$ cat src/rtl/alu_pkg.sv
// -----------------------------------------------------------------------------
// alu_pkg
// Shared types and constants for the ALU arbiter slice.
//   alu_op_t    : 2-bit ALU opcode (ADD, SUB, MUL, DIV)
//   arb_state_t : arbiter FSM states
//   ALU_DATA_W  : default operand/result width
//   rr_next()   : round-robin index increment with wrap
// Optional feature macro used by this slice: ALU_DIVZERO_TRAP_EN
// -----------------------------------------------------------------------------
package alu_pkg;

   localparam int ALU_DATA_W = 64;

   typedef enum logic [1:0] {
      ALU_ADD = 2'b00,
      ALU_SUB = 2'b01,
      ALU_MUL = 2'b10,
      ALU_DIV = 2'b11
   } alu_op_t;

   typedef enum logic [1:0] {
      ST_IDLE,
      ST_EXEC,
      ST_RESP
   } arb_state_t;

   // Index following idx in a ring of n entries.
   function automatic int rr_next(input int idx, input int n);
      return (idx >= n - 1) ? 0 : idx + 1;
   endfunction

endpackage

$ cat src/rtl/alu_arbiter_rr.sv
// -----------------------------------------------------------------------------
// rr_arbiter
// Purely combinational round-robin picker. Grants the first asserted request
// at or after ptr, wrapping modulo NUM_REQ. The pointer itself is owned by the
// parent.
// Ports:
//   req     in  NUM_REQ  request vector
//   ptr     in  ID_W     highest-priority index this cycle
//   gnt     out NUM_REQ  one-hot grant (zero when no request)
//   gnt_idx out ID_W     index of the granted request
//   gnt_any out 1        any request granted
// -----------------------------------------------------------------------------
module rr_arbiter
   import alu_pkg::*;
#(
   parameter int NUM_REQ = 2,
   parameter int ID_W    = $clog2(NUM_REQ)
) (
   input  logic [NUM_REQ-1:0] req,
   input  logic [ID_W-1:0]    ptr,
   output logic [NUM_REQ-1:0] gnt,
   output logic [ID_W-1:0]    gnt_idx,
   output logic               gnt_any
);

   always_comb begin
      logic [ID_W-1:0] idx;
      // NOTE: every output gets a default before the search so no path
      // through this block leaves a value unassigned (no latches).
      gnt     = '0;
      gnt_idx = '0;
      gnt_any = 1'b0;
      idx     = '0;
      for (int off = 0; off < NUM_REQ; off++) begin
         idx = ID_W'((int'(ptr) + off) % NUM_REQ);
         if (!gnt_any && req[idx]) begin
            gnt[idx] = 1'b1;
            gnt_idx  = idx;
            gnt_any  = 1'b1;
         end
      end
   end

endmodule

$ cat src/rtl/alu_arbiter.sv
// -----------------------------------------------------------------------------
// alu_arbiter
// Shares one external combinational ALU among NUM_REQ requesters.
// FSM: IDLE (grant + latch operands) -> EXEC (capture alu_res) -> RESP (hold
// response until rsp_ready) -> IDLE. One op in flight, no bypass.
// Ports:
//   clk, rst               clock, asynchronous active-high reset
//   req_valid/req_ready    per-requester handshake (req_ready one-hot or 0)
//   req_op/req_a/req_b     flattened per-requester op and operands
//   alu_a/alu_b/alu_op     to the ALU, driven from latched registers
//   alu_res                from the ALU
//   rsp_valid/rsp_ready    response handshake
//   rsp_id/rsp_data        issuing requester and registered result
//   rsp_err                divide-by-zero flag
// Macro ALU_DIVZERO_TRAP_EN: when defined, DIV by zero returns all-ones with
// rsp_err=1; otherwise rsp_err is tied 0 and the ALU result passes through.
// -----------------------------------------------------------------------------
module alu_arbiter
   import alu_pkg::*;
#(
   parameter int NUM_REQ = 2,
   parameter int DATA_W  = ALU_DATA_W,
   parameter int ID_W    = $clog2(NUM_REQ)
) (
   input  logic                      clk,
   input  logic                      rst,
   input  logic [NUM_REQ-1:0]        req_valid,
   output logic [NUM_REQ-1:0]        req_ready,
   input  logic [NUM_REQ*2-1:0]      req_op,
   input  logic [NUM_REQ*DATA_W-1:0] req_a,
   input  logic [NUM_REQ*DATA_W-1:0] req_b,
   output logic [DATA_W-1:0]         alu_a,
   output logic [DATA_W-1:0]         alu_b,
   output logic [1:0]                alu_op,
   input  logic [DATA_W-1:0]         alu_res,
   output logic                      rsp_valid,
   input  logic                      rsp_ready,
   output logic [ID_W-1:0]           rsp_id,
   output logic [DATA_W-1:0]         rsp_data,
   output logic                      rsp_err
);

   arb_state_t        state_q, state_d;
   logic [ID_W-1:0]   rr_ptr_q, rr_ptr_d;
   logic [ID_W-1:0]   id_q, id_d;
   alu_op_t           op_q, op_d;
   logic [DATA_W-1:0] a_q, a_d;
   logic [DATA_W-1:0] b_q, b_d;
   logic [DATA_W-1:0] data_q, data_d;

   logic [NUM_REQ-1:0] gnt;
   logic [ID_W-1:0]    gnt_idx;
   logic               gnt_any;

   // Unpacked views of the flattened request buses.
   logic [1:0]        op_arr [NUM_REQ];
   logic [DATA_W-1:0] a_arr  [NUM_REQ];
   logic [DATA_W-1:0] b_arr  [NUM_REQ];

   for (genvar g = 0; g < NUM_REQ; g++) begin : g_unpack
      assign op_arr[g] = req_op[g*2 +: 2];
      assign a_arr[g]  = req_a[g*DATA_W +: DATA_W];
      assign b_arr[g]  = req_b[g*DATA_W +: DATA_W];
   end

   rr_arbiter #(
      .NUM_REQ (NUM_REQ),
      .ID_W    (ID_W)
   ) u_rr (
      .req     (req_valid),
      .ptr     (rr_ptr_q),
      .gnt     (gnt),
      .gnt_idx (gnt_idx),
      .gnt_any (gnt_any)
   );

   always_comb begin
      state_d  = state_q;
      rr_ptr_d = rr_ptr_q;
      id_d     = id_q;
      op_d     = op_q;
      a_d      = a_q;
      b_d      = b_q;
      data_d   = data_q;
      case (state_q)
         ST_IDLE: begin
            if (gnt_any) begin
               id_d    = gnt_idx;
               op_d    = alu_op_t'(op_arr[gnt_idx]);
               a_d     = a_arr[gnt_idx];
               b_d     = b_arr[gnt_idx];
               state_d = ST_EXEC;
            end
         end
         ST_EXEC: begin
            data_d = alu_res;
`ifdef ALU_DIVZERO_TRAP_EN
            if (op_q == ALU_DIV && b_q == '0) begin
               data_d = '1;
            end
`endif
            state_d = ST_RESP;
         end
         ST_RESP: begin
            if (rsp_ready) begin
               // Just-served requester drops to lowest priority.
               rr_ptr_d = ID_W'(rr_next(int'(id_q), NUM_REQ));
               state_d  = ST_IDLE;
            end
         end
         default: state_d = ST_IDLE;
      endcase
   end

   // NOTE: operand/result registers are reset too, because they drive the
   // alu_* and rsp_* outputs directly and those must read 0 out of reset.
   always_ff @(posedge clk or posedge rst) begin
      if (rst) begin
         state_q  <= ST_IDLE;
         rr_ptr_q <= '0;
         id_q     <= '0;
         op_q     <= ALU_ADD;
         a_q      <= '0;
         b_q      <= '0;
         data_q   <= '0;
      end else begin
         // NOTE: non-blocking assignments so every flop samples the
         // pre-edge values regardless of statement order.
         state_q  <= state_d;
         rr_ptr_q <= rr_ptr_d;
         id_q     <= id_d;
         op_q     <= op_d;
         a_q      <= a_d;
         b_q      <= b_d;
         data_q   <= data_d;
      end
   end

`ifdef ALU_DIVZERO_TRAP_EN
   logic err_q, err_d;

   always_comb begin
      err_d = err_q;
      if (state_q == ST_EXEC) begin
         err_d = (op_q == ALU_DIV) && (b_q == '0);
      end
   end

   always_ff @(posedge clk or posedge rst) begin
      if (rst) err_q <= 1'b0;
      else     err_q <= err_d;
   end

   assign rsp_err = err_q;
`else
   assign rsp_err = 1'b0;
`endif

   // Grant is combinational in IDLE; masked during reset so all outputs read 0.
   assign req_ready = (state_q == ST_IDLE && !rst) ? gnt : '0;
   assign rsp_valid = (state_q == ST_RESP);
   assign rsp_id    = id_q;
   assign rsp_data  = data_q;
   assign alu_a     = a_q;
   assign alu_b     = b_q;
   assign alu_op    = op_q;

endmodule
$ cat config.mk
export PLATFORM = sky130hd
export DESIGN_NAME = alu_arbiter
export DESIGN_NICKNAME = d
export VERILOG_FILES = /design/src/rtl/alu_pkg.sv /design/src/rtl/alu_arbiter_rr.sv /design/src/rtl/alu_arbiter.sv
export SDC_FILE = /design/constraint.sdc
export NUM_CORES = 1
export LEC_CHECK = 0
export ABC_CLOCK_PERIOD_IN_PS = 17550
export CAP_MARGIN = 0
export CORE_AREA = 2 2 203 205
export DETAILED_ROUTE_END_ITERATION = 6
export DIE_AREA = 0 0 205 207
export RECOVER_POWER = 100
export SKIP_LAST_GASP = 1
export SYNTH_ARGS = -nofsm -noshare
export SYNTH_HDL_FRONTEND = slang
export SYNTH_SLANG_ARGS = --single-unit
export TNS_END_PERCENT = 10
$ cat constraint.sdc
create_clock -name clk -period 17.55 [get_ports clk]
set_input_delay 1.755 -clock clk [delete_from_list [all_inputs] [get_ports clk]]
set_output_delay 1.755 -clock clk [all_outputs]
set_load 0.03 [all_outputs]
==> results.sh <==
export IMPL_p_per_area_mw_per_mm2=190
export IMPL_io_buffer_count=526
export IMPL_ys_warnings_count=0
export IMPL_max_cap_violations=5
export IMPL_finalMaxSlewViolations=413
export IMPL_synthAdderAreaFrac=0
export IMPL_fin_util=0.381
export IMPL_core_area_mm2=0.0404
export IMPL_period_needed_ps=9910
export IMPL_cp_required_ps=17880
export IMPL_r2r_cells=4
export IMPL_die_y_um=207
export IMPL_synth_xor_area_share=0
export IMPL_cts_max_level=4
export IMPL_worst_pin_slew_ps=6220
export IMPL_die_w_um=205
export IMPL_hold_end="rsp_data[1]"
export IMPL_numCtsBuffers=17
export IMPL_cts_root_buf="clkbuf_16"
export IMPL_synth_seq_cells=198
export IMPL_grt_overflow=0
export IMPL_clk_path_buf_depth=2
export IMPL_path_class="in -> reg"
export IMPL_cts_resized_gates=0
export IMPL_clk_pin_slew_ps=80
export IMPL_place_inst=1744
export IMPL_p_leak_nw=5.65
export IMPL_start_util=0.229
export IMPL_synth_compound_area_frac=0.320
export IMPL_crit_fanout=78
export IMPL_post_route_period_util=0.565
export IMPL_synth_simple_area_share=0.00759
export IMPL_num_nets_final=1560
export IMPL_areaGrowthSynthToFinish_pct=66.5
export IMPL_synthMuxAreaShare=0.0781
export IMPL_grt_pass1_wl_um=59700
export IMPL_ys_types=22
export IMPL_fin_cells=1776
export IMPL_design_area_mm2=0.0154
export IMPL_cp_arrival_ps=10240
export IMPL_wire_per_inst_um=22.3
export IMPL_vias=9021
export IMPL_ant_nets=0
export IMPL_vdd_drop_max_uv=94.3
export IMPL_syn_nets=1111
export IMPL_syn_avg_cell_area_um2=11.8
export IMPL_hold_start="rsp_data[1]"
export IMPL_dpl_hpwl_um=26200
export IMPL_finalSetupViolCount=0
export IMPL_max_clock_freq_mhz=101
export IMPL_num_rows=74
export IMPL_grt_usage=0.183
export IMPL_synth_seq_area_share=0.537
export IMPL_hold_depth=1
export IMPL_setup_ws_ps=7640
export IMPL_antenna_found_initial=4
export IMPL_gp_congestion=0.770
export IMPL_cts_sinks=198
export IMPL_first_pass_iters=5
export IMPL_wirelength_um=39600
export IMPL_synth_top_family_by_area="compound AO/OA/AOI/OAI gates"
export IMPL_cts_setup_buffers=0
export IMPL_fin_tns_setup_ps=0
export IMPL_holdCritPathClass="reg -> reg"
export IMPL_finalHoldViolCount=0
export IMPL_r2r_start="rr_ptr_q"
export IMPL_synth_area_mm2=0.00923
export IMPL_clock_latency_ps=470
export IMPL_cts_tree="yes"
export IMPL_failed_checks="capacitance limit, slew limit"
export IMPL_grt_start_max_net_pins=134
export IMPL_drtIter0Drc=781
export IMPL_cts_hold_repair_buffers=0
export IMPL_timing_hold_ws_ps=505
export IMPL_ios=528
export IMPL_crit_path_end_kind="flip-flop"
export IMPL_die_area_mm2=0.0424
export IMPL_drc=0
export IMPL_vias_per_cell=5.08
export IMPL_syn_inst=782
export IMPL_place_ws_ps=11500
export IMPL_grt_pass1_vias=9658
export IMPL_startpoint_type="input pin"
export IMPL_finalClockSkew_ps=9.96
export IMPL_reg2reg_to="alu_b[40]"
export IMPL_ff2ff_setup_slack_ps=14840
export IMPL_status="complete, but fails checks"
export IMPL_rsz0062_at_grt="false"
export IMPL_slew_headroom=-3.15
export IMPL_placed_area_mm2=0.0148
export IMPL_power_mw=2.91
export IMPL_drive_gt1_frac=0.0909
==> power by group <==
part | internal [mW] | leakage [nW] | total (mW) | switching, mW
Sequential | 0.693 | 2.25 | 0.815 | 0.122
Clock | 0.230 | 0.295 | 0.428 | 0.198
Combinational | 0.705 | 3.11 | 1.67 | 0.966
Total | 1.63 | 5.65 | 2.91 | 1.29
==> kinds of logic (layout without fill, tap and decap cells) <==
| family | after synthesis | after routing |
|---|---|---|
| other cells | 1 | 2 |
| simple gates | 11 | 11 |
| compound gates | 395 | 395 |
| flops | 198 | 198 |
| buf+inv | 113 | 574 |
| mux | 64 | 64 |
==> worst max-delay path by stage <==
stage,to,startpoint,slack (ps)
CTS,req_ready[1],req_valid[0],11470
global placement,req_ready[1],req_valid[0],11510
detailed placement,req_ready[1],req_valid[0],11500
finish,alu_a[5],req_valid[1],7640
floorplan,alu_a[0],rst,10400
global route,alu_b[49],rst,6900
==> cell type report <==
cell class / instances / area [um2]
Antenna cell: 1 / 2.50
Clock buffer: 18 / 439
Clock inverter: 13 / 170
Fill cell: 3950 / 25000
Inverter: 4 / 17.5
Multi-Input combinational cell: 471 / 3770
Sequential cell: 198 / 4950
Tap cell: 532 / 666
Timing Repair Buffer: 539 / 5350
==> sequential cells by signal (all words and copies together), names as in the netlist <==
register  flops
alu_a        64
alu_b        64
rsp_data     64
alu_op        2
state_q       2
rr_ptr_q      1
rsp_id        1
==> worst max-delay path: stages <==
cell and delay [ps]:
clkbuf_1 2730, clkinvlp_2 3250, clkbuf_1 1590, o21ai_0 680
a2bb2oi_1 130
==> synthesized netlist by cell type (all sizes together) <==
library cell	instances	area (um2)
dfrtp	198	4950
o21ai	134	671
a2bb2oi	130	1140
a311oi	130	1140
mux2	64	721
buf	55	308
clkbuf	54	203
inv	4	15.0
nand2b	3	18.8
nand2	2	7.51
nor2	2	17.5
a2111oi	1	8.76
and2b	1	7.51
conb	1	3.75
nand3b	1	7.51
nor3	1	5.00
or2	1	6.26
==> per-layer routing <==
metal  up-vias  GRT usage  share of wire
li1       4020          -              -
met5         -          0        0.00053
met3        62     0.0566          0.084
met2       422      0.303           0.49
met4         4     0.0717          0.028
met1      4513      0.221           0.40
==> cells in the final DEF, fill, tap and decap left out <==
| cell type | count |
|---|---|
| a2111oi_0 | 1 |
| clkdlybuf4s50_1 | 261 |
| bufinv_16 | 3 |
| nand2b_1 | 1 |
| clkinvlp_4 | 2 |
| dlygate4sd3_1 | 264 |
| nand2b_2 | 1 |
| clkbuf_16 | 17 |
| o21ai_0 | 134 |
| inv_1 | 2 |
| or2_4 | 1 |
| nand2_1 | 2 |
| mux2_2 | 64 |
| buf_4 | 10 |
| nor2_4 | 2 |
| nand3b_1 | 1 |
| clkbuf_8 | 1 |
| diode_2 | 1 |
| a2bb2oi_1 | 130 |
| a311oi_1 | 130 |
| inv_8 | 1 |
| nor3_1 | 1 |
| and2b_4 | 1 |
| inv_6 | 4 |
| clkinvlp_2 | 2 |
| clkinv_2 | 2 |
| nand2b_4 | 1 |
| dfrtp_1 | 198 |
| clkbuf_1 | 4 |
| conb_1 | 1 |
| clkinv_4 | 1 |
Note: power is estimated with default switching activity, not from simulation.
